--- config.mk ---
export PLATFORM = sky130hd
export DESIGN_NAME = rotate_pulse_gen
export DESIGN_NICKNAME = d
export VERILOG_FILES = /design/src/rtl/rotate_pulse_gen.sv
export SDC_FILE = /design/constraint.sdc
export NUM_CORES = 1
export LEC_CHECK = 0
export BUFFER_PORTS_ARGS = -buffer_cell sky130_fd_sc_hd__buf_2
export CAP_MARGIN = 15
export CORE_MARGIN = 3
export CORE_UTILIZATION = 55
export DETAILED_ROUTE_END_ITERATION = 7
export GPL_TIMING_DRIVEN = 0
export PLACE_DENSITY = 0.72
export RECOVER_POWER = 25
export SETUP_SLACK_MARGIN = 0.2
export SYNTH_ARGS = -nofsm -noshare
export SYNTH_HDL_FRONTEND = slang
export SYNTH_SLANG_ARGS = --single-unit
--- constraint.sdc ---
create_clock -name clk -period 4.71 [get_ports clk]
set_clock_uncertainty 0.1 [all_clocks]
set_input_delay 0.2355 -clock clk [delete_from_list [all_inputs] [get_ports clk]]
set_output_delay 0.2355 -clock clk [all_outputs]
set_load 0.01 [all_outputs]
--- src/rtl/rotate_pulse_gen.sv ---
// Rotate button front-end: synchronises and debounces the raw button, then emits
// fixed-width rotate strobes with auto-repeat while the button stays held.
module rotate_pulse_gen #(
    parameter int DEBOUNCE_CYCLES = 1000000,
    parameter int REPEAT_DELAY    = 30000000,
    parameter int REPEAT_PERIOD   = 15000000,
    parameter int PULSE_WIDTH     = 4
) (
    input  logic clk,
    input  logic reset,
    input  logic btn_raw,
    input  logic enable,
    output logic rotate,
    output logic pressed,
    output logic repeat_active
);

    localparam int MAX_AB  = (DEBOUNCE_CYCLES > REPEAT_DELAY) ? DEBOUNCE_CYCLES : REPEAT_DELAY;
    localparam int CNT_MAX = (MAX_AB > REPEAT_PERIOD) ? MAX_AB : REPEAT_PERIOD;
    localparam int CW      = $clog2(CNT_MAX + 1);
    localparam int PW_W    = $clog2(PULSE_WIDTH + 1);

    localparam logic [CW-1:0]   DEB_LAST    = CW'(DEBOUNCE_CYCLES - 1);
    localparam logic [CW-1:0]   DELAY_LAST  = CW'(REPEAT_DELAY - 1);
    localparam logic [CW-1:0]   PERIOD_LAST = CW'(REPEAT_PERIOD - 1);
    localparam logic [PW_W-1:0] PULSE_LOAD  = PW_W'(PULSE_WIDTH - 1);

    typedef enum logic [2:0] {
        IDLE,
        DEB_PRESS,
        HOLD_DELAY,
        REPEAT,
        DEB_RELEASE
    } state_t;

    state_t          state;
    state_t          state_next;
    logic [CW-1:0]   cnt;
    logic [CW-1:0]   cnt_next;
    logic            s1;
    logic            btn_s;
    logic            fire;
    logic            pressed_next;
    logic [PW_W-1:0] pulse_cnt;

    always_ff @(posedge clk or posedge reset) begin
        if (reset) begin
            s1    <= 1'b0;
            btn_s <= 1'b0;
        end else begin
            s1    <= btn_raw;
            btn_s <= s1;
        end
    end

    always_ff @(posedge clk or posedge reset) begin
        if (reset) begin
            state         <= IDLE;
            cnt           <= '0;
            pressed       <= 1'b0;
            repeat_active <= 1'b0;
        end else begin
            state         <= state_next;
            cnt           <= cnt_next;
            pressed       <= pressed_next;
            repeat_active <= (state_next == REPEAT);
        end
    end

    // The shared counter restarts on every state change; release bounce returns
    // to HOLD_DELAY silently so it can never produce an extra strobe.
    always_comb begin
        state_next   = state;
        cnt_next     = cnt;
        fire         = 1'b0;
        pressed_next = pressed;
        case (state)
            IDLE: begin
                cnt_next = '0;
                if (btn_s) state_next = DEB_PRESS;
            end
            DEB_PRESS: begin
                if (!btn_s) begin
                    state_next = IDLE;
                    cnt_next   = '0;
                end else if (cnt == DEB_LAST) begin
                    state_next   = HOLD_DELAY;
                    cnt_next     = '0;
                    pressed_next = 1'b1;
                    fire         = 1'b1;
                end else begin
                    cnt_next = cnt + 1'b1;
                end
            end
            HOLD_DELAY: begin
                if (!btn_s) begin
                    state_next = DEB_RELEASE;
                    cnt_next   = '0;
                end else if (cnt == DELAY_LAST) begin
                    state_next = REPEAT;
                    cnt_next   = '0;
                    fire       = 1'b1;
                end else begin
                    cnt_next = cnt + 1'b1;
                end
            end
            REPEAT: begin
                if (!btn_s) begin
                    state_next = DEB_RELEASE;
                    cnt_next   = '0;
                end else if (cnt == PERIOD_LAST) begin
                    cnt_next = '0;
                    fire     = 1'b1;
                end else begin
                    cnt_next = cnt + 1'b1;
                end
            end
            DEB_RELEASE: begin
                if (btn_s) begin
                    state_next = HOLD_DELAY;
                    cnt_next   = '0;
                end else if (cnt == DEB_LAST) begin
                    state_next   = IDLE;
                    cnt_next     = '0;
                    pressed_next = 1'b0;
                end else begin
                    cnt_next = cnt + 1'b1;
                end
            end
            default: begin
                state_next = IDLE;
                cnt_next   = '0;
            end
        endcase
    end

    // A running pulse always completes its full width and ignores new fires.
    always_ff @(posedge clk or posedge reset) begin
        if (reset) begin
            rotate    <= 1'b0;
            pulse_cnt <= '0;
        end else if (rotate) begin
            if (pulse_cnt == '0) rotate <= 1'b0;
            else                 pulse_cnt <= pulse_cnt - 1'b1;
        end else if (fire && enable) begin
            rotate    <= 1'b1;
            pulse_cnt <= PULSE_LOAD;
        end
    end

endmodule

# ---- Word-level counts from Yosys, hierarchy flattened
# Cells that the tools add are included.
dict set report word_totals {
  in_bits 4
  latch_bits 0
  n_memories 0
  elab_cells 65
  reg_bits 36
  mem_bits_ro 0
  output_inout_bits 3
  ramBits 0
}
dict set report op_classes {
  muxes 35
  add_sub_neg 2
  n_eq_ne 13
  n_lt_le_gt_ge 0
  shifts 0
  mul 0
  reduce_logical 7
  bitwise 0
  n_div 0
}
# operator n
set op_table {}
lappend op_table {{$mux 25} 7}
lappend op_table {{$pmux 25 s4} 1}
lappend op_table {{$mux 3} 11}
lappend op_table {{$add 25x1->25 const B} 1}
lappend op_table {{$eq 25x20->1 const B} 1}
lappend op_table {{$eq 25x24->1 const B} 1}
lappend op_table {{$eq 25x25->1 const B} 1}
lappend op_table {{$pmux 3 s5} 1}
lappend op_table {{$mux 1} 13}
lappend op_table {{$ne 2x2->1 const B} 5}
lappend op_table {{$eq 3x2->1 const B} 3}
lappend op_table {{$logic_not 3->1} 2}
lappend op_table {{$reduce_and 5->1} 1}
lappend op_table {{$reduce_bool 2->1} 2}
lappend op_table {{$eq 3x1->1 const B} 1}
lappend op_table {{$eq 3x3->1 const B} 1}
lappend op_table {{$pmux 1 s3} 1}
lappend op_table {{$sub 3x1->3 const B} 1}
lappend op_table {{$pmux 1 s2} 1}
lappend op_table {{$reduce_and 2->1} 1}
lappend op_table {{$logic_and 1x1->1} 1}

# ---- Logic depth before layout (Yosys ltp)
dict set report depth {
  word_depth 7
  ltp_mapped 8
  mapped_depth_nobuf 8
}

# ---- Worst setup path after synthesis
# No wires, ideal clock.
dict set report synth_timing {
  path_type {register to register}
  from {register cnt[8]}
  to {register cnt[11]}
  path_stages_with_launch 7
  setup_time_ns 0.120
  arrival_ns 1.876
  n_path_buf 1
  required_ns 4.490
  synth_period_minus_slack_ns 2.097
  path_slack_ns 2.613
  path_cell_list {dfrtp_1 or4b_4 nor4_4 nand3b_2 a31oi_4 buf_6 nor3_1}
}
dict set report synth_between {
  elab_chain_cells 4
  word_cells_on_any_way 12
  classes_between {add/sub (1); eq/ne (3); mux (8)}
}
# element line_no
set synth_rtl {}
lappend synth_rtl {{start: declaration} 38} ;# logic [CW-1:0] cnt;
lappend synth_rtl {{start signal: assignment} 64} ;# cnt <= cnt_next;
lappend synth_rtl {{$add 25x1->25, or another cell as far along} -}
lappend synth_rtl {{$mux 25, on equally long branches (2 in series)} -}
lappend synth_rtl {{$pmux 25 s4 *} 77} ;# case (state)
lappend synth_rtl {{named net cnt_next[11]} 39} ;# logic [CW-1:0] cnt_next;
# Mark *: on every way through the listed nets, which the timed path passes. The rest lies on a longest branch.
# A chain may end at the register's enable or synchronous reset.

# ---- Final worst setup path
dict set report layout_timing {
  from {register cnt[0]}
  to {register cnt[15]}
}
# The elaborated chain is that of the path after synthesis.

==> reports/results.txt <==
status = finished clean
I/O pin cnt = 7
clock tree sinks = 36
Multi-input gate area = 1010 sq um
combinational share of power = 5.8%
max_cap viols = 0
CTS Root Cell = clkbuf_4
Reg area = 901 sq um
Final Cycle Share = 53.5%
DR WL/cell = 15.6 um
vias per cell = 5.90
global-route wire length before repair = 6.82 mm
critical-path maximum fanout = 10
Leak Pwr = 0.000855 uW
share of cells above drive strength 1 = 12.3%
RePlAce Congestion = 0.880
final wirelength = 4.02 mm
Ys Warns = 0
Sum Neg Setup Slack = 0 ps
Die H = 66.2 um
Post-Syn Instances = 196
drt drc = 0
Max Clock Freq = 397 MHz
Worst setup EP type = flip-flop
H-tree depth = 2
cell area after synthesis = 1990 sq um
HPWL Detailed = 2.90 mm
fin crit period = 2520 ps
Worst Path Arrival = 2660 ps
IO Port Bufs = 6
Worst-Margin Slew = 742 ps
clk_lat worst skew = 340 ps
area growth from synthesis to layout = 9.11%
Worst Path Required = 4850 ps
Max Slew Vio Count = 0
Starting Density = 58.3%
Critical Path Source Type = flip-flop
Final Hold Vio Count = 0
fin nets = 219
asr flop ratio synth = 100%
most common cell after layout, fill and taps aside = dfrtp_1
drt pass-1 iters = 4
most frequent cells in the layout = dfrtp_1, nor3_1, nor2_1, xor2_1
largest net degree at the start of global routing = 21
Die ar. = 4380 sq um
non-filler cells, final = 258
initial antenna violation count = 0
post-cts sizing count = 0
Seq/Total Area, Yosys = 45.3%
Die W = 66.2 um
GRT overflow = 0
Net Sw Frac = 23.7%
Sw Pwr = 117 uW
hold_buf cts = 2
Max clock buf depth = 2
ANT cells = 0
Post-Place Cells = 249
Flop pwr share = 63.5%
number of fillers in the final layout = 274
Buf+Inv Stages, Crit Path = 1
flops & latches, synth = 36
total clock buffers created by CTS = 5
Max-slew headroom = 50.1%
iteration-0 DRC count of the detailed router = 71
clock share of power = 30.7%
num rows = 21
peak supply drop = 0.165 mV
Core Area = 3420 sq um
Avg Synthesized Cell Area = 10.2 sq um
RSZ-0062 raised after global routing = false
CTS clock-pin slew for the worst setup and hold paths = 100 ps
DR vias = 1523
total track usage = 21.1%
PwrDens = 227 nW/um^2
Worst Hold Class = reg -> reg
crit-path cells = ha_1, nand3_1, nor4_1, o21ai_1, a22oi_4, buf_6, nor3_1
internal power = 377 uW
count of different cell masters after synthesis = 42
leading area contributor after synthesis = dfrtp_1
CTS tree = built
DRT antenna net count = 0
slowest cell delay on critical path = 610 ps
Worst path slowest cell = nor4_1
Post-synth EDFFs = 0
top_reg_cell synth = dfrtp_1
final core area utilization = 63.6%
top cells by area, synth = dfrtp_1, nor3_1, xor2_1
Crit path max-delay family = simple AND/OR/NAND/NOR gates
Mapped Nets = 203
Post-CTS Setup Inserts = 0
crit path kind = reg -> reg
vias in the first global route = 1445
top-area cell type share of the netlist area = 45.3%
final setup fails = 0
-- metal layers --
metal  GRT usage, %  wire length (um)
met4           7.61                61
met1           26.4              1750
met2           34.8              2010
met3           5.61               195
met5              0                 0
-- area by class of cell --
type                            count  area share (%)
Clock buffer                        6            1.90
Inverter                            8            1.38
Buffer                              5            2.25
Sequential cell                    36            41.5
Clock inverter                      1           0.230
Timing Repair Buffer                9            3.57
Tap cell                           46            2.65
Multi-Input combinational cell    147            46.5
-- final timing paths --
| kind | start | to | slack, ps | depth (start not counted) |
|---|---|---|---|---|
| worst max-delay path | cnt[0] | cnt[15] | 2190 | 7 |
| worst min-delay path | s1 | btn_s | 260 | 0 |
| worst max register to register | cnt[0] | cnt[15] | 2190 | 7 |
| worst min register to register | s1 | btn_s | 260 | 0 |
| max in group asynchronous | reset | cnt[12] | 3530 | 4 |
| min in group asynchronous | reset | cnt[0] | 440 | 3 |
-- cells by family after synthesis --
kind of cell / share of synthesized area (%)
AO/OA/AOI/OAI: 6.29
XOR/XNOR: 10.1
adder cells (fa/ha/maj): 1.89
buffers and inverters: 3.96
flip-flops: 45.3
multiplexers: 0.503
AND/OR/NAND/NOR: 32.0
-- Yosys cell counts (all sizes together), types with 2 or more instances --
library cell / n
or3b: 2
nor2b: 2
xor2: 12
nor4: 8
nand4: 5
nand3: 11
nand2b: 5
nand2: 11
dfrtp: 36
and4: 2
o21ai: 4
nand4bb: 2
nor2: 12
inv: 8
xnor2: 11
ha: 3
a22oi: 2
nor3: 32
a31oi: 4
buf: 4
or4: 2
or4b: 4
-- sequential cells by signal, indices dropped and copies added (netlist names) --
signal	count
pressed	1
state	3
s1	1
pulse_cnt	3
rotate	1
cnt	25
btn_s	1
repeat_active	1
-- power groups by stage --
stage | clock network (uW) | logic, uW | registers (uW)
final | 152 | 28.8 | 314
after global routing | 173 | 32.1 | 314
after CTS | 154 | 29.7 | 313
after detailed placement | 0 | 28.2 | 320
after global placement | 0 | 24.5 | 319
after floorplan | 0 | 18.6 | 319
-- through the flow --
step	power [uW]	hold WS [ps]	instance area, sq um	worst slack [ps]
3_3_place_gp	344	235	2080	2290
3_5_place_dp	348	244	2110	2250
5_1_grt	520	274	2170	2020
4_1_cts	497	268	2170	2220
2_1_floorplan	337	167	1990	2610
6_report	494	262	2170	2190
Power figures use the tool's default switching activity.
